### src/rtl/ps2_pkg.sv
// Shared types and constants for the PS/2 keyboard receiver: FSM state
// encodings, special scan codes and frame geometry.
package ps2_pkg;

    typedef enum logic [1:0] {
        RX_IDLE  = 2'd0,
        RX_SHIFT = 2'd1,
        RX_CHECK = 2'd2
    } rx_state_e;

    typedef enum logic {
        KT_MAKE  = 1'b0,
        KT_BREAK = 1'b1
    } kt_state_e;

    localparam logic [7:0] PS2_BREAK  = 8'hF0;
    localparam logic [7:0] PS2_EXT    = 8'hE0;
    localparam int         FRAME_BITS = 11;
    // Bits captured after the start bit: 8 data, parity, stop.
    localparam int         SHIFT_BITS = FRAME_BITS - 1;

    // Data plus parity must carry an odd number of ones.
    function automatic logic odd_parity_ok(input logic [8:0] bits);
        return ^bits;
    endfunction

endpackage

### src/rtl/ps2_kbd_rx_if.sv
// Ready/valid scan-code stream between the receiver FIFO and its consumer.
interface ps2_kbd_rx_if;
    logic [7:0] code;
    logic       code_valid;
    logic       code_ready;

    modport master (output code, output code_valid, input code_ready);
    modport slave  (input code, input code_valid, output code_ready);
endinterface

### src/rtl/sync_fifo.sv
// Show-ahead synchronous FIFO with wrap-bit pointers and a sticky overflow flag.
module sync_fifo #(
    parameter int DEPTH = 8,
    parameter int WIDTH = 8
) (
    input  logic             clk,
    input  logic             rst_n,
    input  logic             push_i,
    input  logic [WIDTH-1:0] wdata_i,
    input  logic             pop_i,
    output logic [WIDTH-1:0] rdata_o,
    output logic             valid_o,
    output logic             overflow_o
);
    localparam int AW = $clog2(DEPTH);

    logic [WIDTH-1:0] mem_q [DEPTH];
    logic [AW:0]      wr_ptr_q, wr_ptr_d;
    logic [AW:0]      rd_ptr_q, rd_ptr_d;
    logic             overflow_q, overflow_d;
    logic             empty_s, full_s, pop_ok_s, push_ok_s;

    assign empty_s   = (wr_ptr_q == rd_ptr_q);
    assign full_s    = (wr_ptr_q[AW] != rd_ptr_q[AW]) &&
                       (wr_ptr_q[AW-1:0] == rd_ptr_q[AW-1:0]);
    assign pop_ok_s  = pop_i & ~empty_s;
    // A simultaneous pop frees the slot, so a full FIFO still accepts the push.
    assign push_ok_s = push_i & (~full_s | pop_ok_s);

    // Pointer and overflow next-state.
    always_comb begin
        wr_ptr_d   = wr_ptr_q;
        rd_ptr_d   = rd_ptr_q;
        overflow_d = overflow_q | (push_i & ~push_ok_s);
        if (push_ok_s) begin
            wr_ptr_d = wr_ptr_q + (AW+1)'(1);
        end else begin
            wr_ptr_d = wr_ptr_q;
        end
        if (pop_ok_s) begin
            rd_ptr_d = rd_ptr_q + (AW+1)'(1);
        end else begin
            rd_ptr_d = rd_ptr_q;
        end
    end

    // Pointer and overflow registers.
    always_ff @(posedge clk) begin
        if (!rst_n) begin
            wr_ptr_q   <= '0;
            rd_ptr_q   <= '0;
            overflow_q <= 1'b0;
        end else begin
            wr_ptr_q   <= wr_ptr_d;
            rd_ptr_q   <= rd_ptr_d;
            overflow_q <= overflow_d;
        end
    end

    // Storage write port.
    always_ff @(posedge clk) begin
        if (push_ok_s) begin
            mem_q[wr_ptr_q[AW-1:0]] <= wdata_i;
        end
    end

    assign rdata_o    = empty_s ? {WIDTH{1'b0}} : mem_q[rd_ptr_q[AW-1:0]];
    assign valid_o    = ~empty_s;
    assign overflow_o = overflow_q;

endmodule

### src/rtl/ps2_kbd_rx.sv
// PS/2 keyboard receiver: pin synchronisers, frame deserialiser, scan-code
// FIFO and held-key tracker feeding the seven-segment stage.
module ps2_kbd_rx
    import ps2_pkg::*;
#(
    parameter int FIFO_DEPTH = 8,
    parameter int TIMEOUT    = 5000
) (
    input  logic                clk,
    input  logic                rst_n,
    input  logic                ps2_clk,
    input  logic                ps2_data,
    ps2_kbd_rx_if.master        code_if,
    output logic                overflow,
    output logic                frame_err,
    output logic                key_down,
    output logic [7:0]          last_key,
    output logic [3:0]          disp_hi,
    output logic [3:0]          disp_lo,
    output logic [7:0]          press_cnt
);
    localparam int             IW     = $clog2(TIMEOUT + 1);
    localparam logic [IW-1:0]  TO_LIM = IW'(TIMEOUT);
    localparam logic [3:0]     LAST_BIT = 4'(SHIFT_BITS - 1);

    logic                  clk_s1_q, clk_s2_q, clk_hist_q, dat_s1_q, dat_s2_q;
    logic                  fall_s;
    rx_state_e             rx_q, rx_d;
    logic [3:0]            bit_cnt_q, bit_cnt_d;
    logic [SHIFT_BITS-1:0] shreg_q, shreg_d;
    logic [IW-1:0]         idle_q, idle_d;
    logic                  err_d, frame_err_q;
    logic                  push_s, frame_ok_s;
    logic [7:0]            rx_byte_s;
    kt_state_e             kt_q, kt_d;
    logic                  key_down_q, key_down_d;
    logic [7:0]            last_key_q, last_key_d, press_cnt_q, press_cnt_d;
    logic [3:0]            disp_hi_q, disp_hi_d, disp_lo_q, disp_lo_d;
    logic [7:0]            code_s;
    logic                  code_valid_s, overflow_s;

    // Pin synchronisers; idle-high reset avoids a false edge on release.
    always_ff @(posedge clk) begin
        if (!rst_n) begin
            clk_s1_q   <= 1'b1;
            clk_s2_q   <= 1'b1;
            clk_hist_q <= 1'b1;
            dat_s1_q   <= 1'b1;
            dat_s2_q   <= 1'b1;
        end else begin
            clk_s1_q   <= ps2_clk;
            clk_s2_q   <= clk_s1_q;
            clk_hist_q <= clk_s2_q;
            dat_s1_q   <= ps2_data;
            dat_s2_q   <= dat_s1_q;
        end
    end

    assign fall_s     = clk_hist_q & ~clk_s2_q;
    assign rx_byte_s  = shreg_q[7:0];
    assign frame_ok_s = odd_parity_ok(shreg_q[8:0]) & shreg_q[SHIFT_BITS-1];

    // Receive FSM next-state and idle timer.
    always_comb begin
        rx_d      = rx_q;
        bit_cnt_d = bit_cnt_q;
        shreg_d   = shreg_q;
        err_d     = 1'b0;
        push_s    = 1'b0;
        if (fall_s || (rx_q != RX_SHIFT)) begin
            idle_d = '0;
        end else if (idle_q < TO_LIM) begin
            idle_d = idle_q + IW'(1);
        end else begin
            idle_d = idle_q;
        end
        case (rx_q)
            RX_IDLE: begin
                if (fall_s && !dat_s2_q) begin
                    rx_d      = RX_SHIFT;
                    bit_cnt_d = 4'd0;
                end else if (fall_s) begin
                    err_d = 1'b1;
                end else begin
                    rx_d = RX_IDLE;
                end
            end
            RX_SHIFT: begin
                if (fall_s) begin
                    shreg_d   = {dat_s2_q, shreg_q[SHIFT_BITS-1:1]};
                    bit_cnt_d = bit_cnt_q + 4'd1;
                    if (bit_cnt_q == LAST_BIT) begin
                        rx_d = RX_CHECK;
                    end else begin
                        rx_d = RX_SHIFT;
                    end
                end else if (idle_q >= TO_LIM) begin
                    err_d = 1'b1;
                    rx_d  = RX_IDLE;
                end else begin
                    rx_d = RX_SHIFT;
                end
            end
            RX_CHECK: begin
                push_s = frame_ok_s;
                err_d  = ~frame_ok_s;
                rx_d   = RX_IDLE;
            end
            default: begin
                rx_d = RX_IDLE;
            end
        endcase
    end

    // Receive FSM state registers.
    always_ff @(posedge clk) begin
        if (!rst_n) begin
            rx_q        <= RX_IDLE;
            bit_cnt_q   <= 4'd0;
            shreg_q     <= '0;
            idle_q      <= '0;
            frame_err_q <= 1'b0;
        end else begin
            rx_q        <= rx_d;
            bit_cnt_q   <= bit_cnt_d;
            shreg_q     <= shreg_d;
            idle_q      <= idle_d;
            frame_err_q <= err_d;
        end
    end

    // Key tracker; typematic repeats of the held key leave press_cnt alone.
    always_comb begin
        kt_d        = kt_q;
        key_down_d  = key_down_q;
        last_key_d  = last_key_q;
        press_cnt_d = press_cnt_q;
        if (!push_s || (rx_byte_s == PS2_EXT)) begin
            kt_d = kt_q;
        end else if (rx_byte_s == PS2_BREAK) begin
            kt_d = KT_BREAK;
        end else begin
            case (kt_q)
                KT_BREAK: begin
                    if (rx_byte_s == last_key_q) begin
                        key_down_d = 1'b0;
                    end else begin
                        key_down_d = key_down_q;
                    end
                    kt_d = KT_MAKE;
                end
                KT_MAKE: begin
                    if (!key_down_q || (rx_byte_s != last_key_q)) begin
                        press_cnt_d = press_cnt_q + 8'd1;
                    end else begin
                        press_cnt_d = press_cnt_q;
                    end
                    last_key_d = rx_byte_s;
                    key_down_d = 1'b1;
                end
                default: begin
                    kt_d = KT_MAKE;
                end
            endcase
        end
        if (key_down_d) begin
            disp_hi_d = last_key_d[7:4];
            disp_lo_d = last_key_d[3:0];
        end else begin
            disp_hi_d = 4'h0;
            disp_lo_d = 4'h0;
        end
    end

    // Key tracker registers.
    always_ff @(posedge clk) begin
        if (!rst_n) begin
            kt_q        <= KT_MAKE;
            key_down_q  <= 1'b0;
            last_key_q  <= 8'h00;
            press_cnt_q <= 8'h00;
            disp_hi_q   <= 4'h0;
            disp_lo_q   <= 4'h0;
        end else begin
            kt_q        <= kt_d;
            key_down_q  <= key_down_d;
            last_key_q  <= last_key_d;
            press_cnt_q <= press_cnt_d;
            disp_hi_q   <= disp_hi_d;
            disp_lo_q   <= disp_lo_d;
        end
    end

    sync_fifo #(
        .DEPTH (FIFO_DEPTH),
        .WIDTH (8)
    ) u_fifo (
        .clk        (clk),
        .rst_n      (rst_n),
        .push_i     (push_s),
        .wdata_i    (rx_byte_s),
        .pop_i      (code_if.code_ready),
        .rdata_o    (code_s),
        .valid_o    (code_valid_s),
        .overflow_o (overflow_s)
    );

    assign code_if.code       = code_s;
    assign code_if.code_valid = code_valid_s;
    assign overflow           = overflow_s;
    assign frame_err          = frame_err_q;
    assign key_down           = key_down_q;
    assign last_key           = last_key_q;
    assign disp_hi            = disp_hi_q;
    assign disp_lo            = disp_lo_q;
    assign press_cnt          = press_cnt_q;

endmodule

### src/flat_wrapper.sv
// flat-port wrapper written by rule: the top's interface ports become plain ports
module ps2_kbd_rx_flat import ps2_pkg::*;
#(
    parameter int FIFO_DEPTH = 8,
    parameter int TIMEOUT    = 5000
)
  (clk, rst_n, ps2_clk, ps2_data, overflow, frame_err, key_down, last_key, disp_hi, disp_lo, press_cnt, code_if_code, code_if_code_valid, code_if_code_ready);
  ps2_kbd_rx_if code_if_i ();
  input  logic clk;
  input  logic rst_n;
  input  logic ps2_clk;
  input  logic ps2_data;
  output logic overflow;
  output logic frame_err;
  output logic key_down;
  output logic [7:0] last_key;
  output logic [3:0] disp_hi;
  output logic [3:0] disp_lo;
  output logic [7:0] press_cnt;
  output wire logic [$bits(code_if_i.code)-1:0] code_if_code;
  output wire logic [$bits(code_if_i.code_valid)-1:0] code_if_code_valid;
  input wire logic [$bits(code_if_i.code_ready)-1:0] code_if_code_ready;
  assign code_if_code = code_if_i.code;
  assign code_if_code_valid = code_if_i.code_valid;
  assign code_if_i.code_ready = code_if_code_ready;
  ps2_kbd_rx #(.FIFO_DEPTH(FIFO_DEPTH), .TIMEOUT(TIMEOUT)) u_core (.clk(clk), .rst_n(rst_n), .ps2_clk(ps2_clk), .ps2_data(ps2_data), .code_if(code_if_i), .overflow(overflow), .frame_err(frame_err), .key_down(key_down), .last_key(last_key), .disp_hi(disp_hi), .disp_lo(disp_lo), .press_cnt(press_cnt));
endmodule
### config.mk
export PLATFORM = sky130hd
export DESIGN_NAME = ps2_kbd_rx_flat
export DESIGN_NICKNAME = d
export VERILOG_FILES = /design/src/rtl/ps2_pkg.sv /design/src/rtl/ps2_kbd_rx_if.sv /design/src/rtl/sync_fifo.sv /design/src/rtl/ps2_kbd_rx.sv /design/src/flat_wrapper.sv
export SDC_FILE = /design/constraint.sdc
export NUM_CORES = 1
export LEC_CHECK = 0
export BUFFER_PORTS_ARGS = -buffer_cell sky130_fd_sc_hd__buf_2
export CAP_MARGIN = 0
export CORE_MARGIN = 2
export CORE_UTILIZATION = 40
export DETAILED_ROUTE_END_ITERATION = 8
export HOLD_SLACK_MARGIN = 0.02
export PLACE_DENSITY_LB_ADDON = 0.12
export SLEW_MARGIN = 20
export SYNTH_ARGS = -nofsm -noshare
export SYNTH_HDL_FRONTEND = slang
export SYNTH_HIERARCHICAL = 1
export SYNTH_SLANG_ARGS = --single-unit
### constraint.sdc
create_clock -name clk -period 6.59 [get_ports clk]
set_input_delay 0.659 -clock clk [delete_from_list [all_inputs] [get_ports clk]]
set_output_delay 0.659 -clock clk [all_outputs]
set_load 0.02 [all_outputs]
==> results.yml <==
status:
  status: "complete, no violations"
die:
  fp.dieW_um: 126
  rows: 44
  die_area_um2: 16000
  initial_utilization_pct: 41.1
  io_pins: 41
  die_y_um: 126
  core-area_um2: 14600
global_routing:
  antenna_found_initial: 0
  grtUsageTotal_pct: 16.6
  gr-total-overflow: 0
  grt_first_pass_wirelength_um: 20500
  grt_max_degree: 39
  grt_pass1_vias: 3923
worst_setup_path:
  r2r_cells: 7
  rrSetupSlack_ns: 3.28
  critPathBufInv: 1
  worstSetupEndpointType: "flip-flop"
  crit_arrival_ns: 3.35
  r2r_end: "u_core/u_fifo/mem_q[7][0]"
  path_cells: "inv_1 -> ha_1 -> xnor3_2 -> xnor2_4 -> and4_2 -> nand3_1 -> nor2_1"
  critPathLaunchType: "flip-flop"
  max_stage_delay_ns: 0.69
  slowest_stage: "nor2_1"
  worstPathRequired_ns: 6.63
  r2r_start: "u_core/shreg_q[4]"
  cp_top_family: "simple AND/OR/NAND/NOR gates"
  crit_type: "flip-flop to flip-flop"
  path_max_fanout: 15
pwr:
  sw_frac_of_total_pct: 21.1
  p_sw_mw: 0.372
  pwr-share-comb_pct: 0.8
  intPower_mw: 1.39
  p_per_area_nw_per_um2: 255
  irDropWorstVdd_mv: 0.166
  pwr-share-clk_pct: 49.0
  power.leakage_nw: 2.41
  seqPwrFrac_pct: 50.3
sta:
  clock-skew-final_ns: 0.00716
  fin_ws_ns: 3.28
  fmax_ghz: 0.302
  worstMarginPinSlew_ns: 0.997
  rsz0062_at_grt: "no"
  slew-limit-headroom_pct: 33.1
  fin_crit_sh_pct: 50.3
  final-setup-viol-count: 0
  hold_viol_final: 0
  final.min_clock_period_ns: 3.31
  slew_violations: 0
  setup_tns_ns: 0
logic_synthesis:
  synth_fp_nets: 515
  synth_flop_cell: "dfxtp_1"
  ys_seq_area_share_pct: 56.4
  netlist_area_um2: 6000
  ys_ff_latch: 137
  yosysWarnings: 6
  async_flop_share_pct: 0
  syn_avg_cell_area_um2: 12.0
  synth_cell_type_count: 58
  synthCells: 498
  synth-edff-count: 64
routing:
  via_per_inst: 5.33
  vias: 3922
  wire_per_inst_um: 16.9
  wl_um: 12400
  drtIter0Drc: 206
  drtAntennaViolNets: 0
  route.detailed.drc: 0
  firstDrtPassIters: 4
clock_network:
  root_buffer: "clkbuf_16"
  cts_resized: 0
  postCtsHoldBufs: 0
  htree_levels: 4
  cts_inserted_buffers: 17
  clkTransAtPathRegs_ns: 0.06
  cts_tree: "built"
  clock_sinks: 137
  post_cts_buffers: 0
  clock_latency_ns: 0.42
  cts_buffer_depth: 2
final_layout:
  nFillCells: 1319
  multi_input_area_um2: 2410
  drive_above_1_share_pct: 21.4
  final_net_count: 556
  layout_common_cells: "dfxtp_1, edfxtp_1, nand2_1, buf_2, nor2_1"
  syn_to_final_growth_pct: 15.2
  diodes: 0
  final_common_cell: "dfxtp_1"
  regArea_um2: 3380
  final_cells: 736
placement:
  pre_cts_slack_ns: 3.32
  gp_congestion: 0.755
  place_hpwl_um: 8100
  dp_cells: 704
  portBuffers: 40
job:
  drv_cap: 0
worst_hold_path:
  hold_depth: 1
  min_path_type: "flip-flop to flip-flop"
  whs_endpoint: "u_core/dat_s2_q"
  hp-start: "u_core/dat_s1_q"
-- power by group through the flow --
stage / clock [mW] / combinational, mW / sequential (mW)
global route: 0.918 / 0.0154 / 0.884
floorplan: 0 / 0.00944 / 0.903
finish: 0.862 / 0.0137 / 0.885
global placement: 0 / 0.0137 / 0.903
CTS: 0.885 / 0.0138 / 0.885
detailed placement: 0 / 0.0138 / 0.903
-- metal layers --
layer / track usage (%) / vias to the layer above / wire length (um)
met3: 4.89 / 14 / 403
met4: 5.75 / 0 / 175
li1: - / 1917 / -
met5: 0 / - / 0
met1: 20.7 / 1937 / 5690
met2: 27.6 / 54 / 6170
-- kinds of logic (layout without fill, tap and decap cells) --
group / Yosys count / after routing / synth area share, %
AOI/OAI and AO/OA: 70 / 70 / 8.35
xor gates and xnor gates: 27 / 27 / 5.20
adders and majority gates: 12 / 12 / 2.50
buffers and inverters: 46 / 100 / 3.55
DFF: 137 / 137 / 56.4
muxes: 39 / 39 / 9.85
and+or+nand+nor: 167 / 167 / 14.1
-- synthesized netlist by cell type (2+ instances only) --
library cell / number / area share, %
xnor2_2: 2 / 0.54
nand3_1: 17 / 1.4
o311ai_1: 3 / 0.44
buf_2: 5 / 0.42
or4_1: 5 / 0.63
and3_1: 2 / 0.21
inv_2: 2 / 0.13
xnor2_4: 2 / 0.92
and4_1: 2 / 0.29
nand4_1: 6 / 0.63
nor2_1: 40 / 2.5
a32o_1: 8 / 1.3
a211oi_1: 6 / 0.75
o21ai_0: 3 / 0.25
ha_1: 12 / 2.5
a21oi_1: 26 / 2.2
buf_1: 2 / 0.13
mux2i_1: 23 / 3.8
xnor2_1: 21 / 3.1
buf_4: 3 / 0.38
nand2b_1: 11 / 1.1
nor3_1: 10 / 0.83
o31ai_1: 8 / 1.0
dfxtp_1: 73 / 24
nor4_1: 8 / 0.83
or3_1: 3 / 0.31
a31oi_1: 2 / 0.21
nand2_1: 54 / 3.4
mux4_2: 16 / 6.0
clkbuf_1: 14 / 0.88
edfxtp_1: 64 / 32
inv_1: 17 / 1.1
buf_6: 3 / 0.56
-- worst max path at each step --
stage,start,end,slack (ns),cells after the start
after detailed placement,u_core/shreg_q[4],u_core/u_fifo/mem_q[7][2],3.32,7
final,u_core/shreg_q[4],u_core/u_fifo/mem_q[7][0],3.28,7
after global placement,u_core/shreg_q[4],u_core/u_fifo/mem_q[7][6],3.38,7
after CTS,u_core/shreg_q[4],u_core/u_fifo/mem_q[7][5],3.29,7
after global routing,u_core/shreg_q[4],u_core/u_fifo/mem_q[7][5],3.05,7
after floorplan,u_core/shreg_q[4],u_core/u_fifo/mem_q[1][0],3.40,7
-- registers in the layout, summed over array words and instances (netlist names), named ones only --
| name | cells |
|---|---|
| u_core/frame_err | 1 |
| u_core/clk_s2_q | 1 |
| u_core/u_fifo/wr_ptr_q | 4 |
| u_core/clk_hist_q | 1 |
| u_core/u_fifo/mem_q | 64 |
| u_core/shreg_q | 10 |
| u_core/rx_q | 2 |
| u_core/u_fifo/rd_ptr_q | 4 |
| u_core/clk_s1_q | 1 |
| u_core/dat_s1_q | 1 |
| u_core/u_fifo/overflow_o | 1 |
| u_core/disp_lo | 4 |
| u_core/press_cnt | 8 |
| u_core/last_key | 8 |
| u_core/idle_q | 13 |
| u_core/kt_q | 1 |
| u_core/bit_cnt_q | 4 |
| u_core/dat_s2_q | 1 |
| u_core/key_down | 1 |
| u_core/disp_hi | 4 |
-- metrics by stage --
stage	cell area (um^2)	util [%]	hold WS, ns	power, mW
2_1_floorplan	6000	-	0.386	0.912
3_3_place_gp	6350	43.6	0.402	0.917
3_5_place_dp	6350	43.6	0.393	0.917
4_1_cts	6900	47.3	0.404	1.78
5_1_grt	6910	47.4	0.416	1.82
6_report	6910	47.4	0.404	1.76
-- layout make-up --
type / instances / area share [%]
repair buffers: 49 / 3.88
well taps: 184 / 3.33
multi-input cells: 315 / 34.8
inverters: 19 / 1.03
clock inverters: 13 / 1.39
flip-flops and latches: 137 / 49.0
clock buffers: 19 / 6.56
No activity file was read; power rests on OpenSTA's default activity.
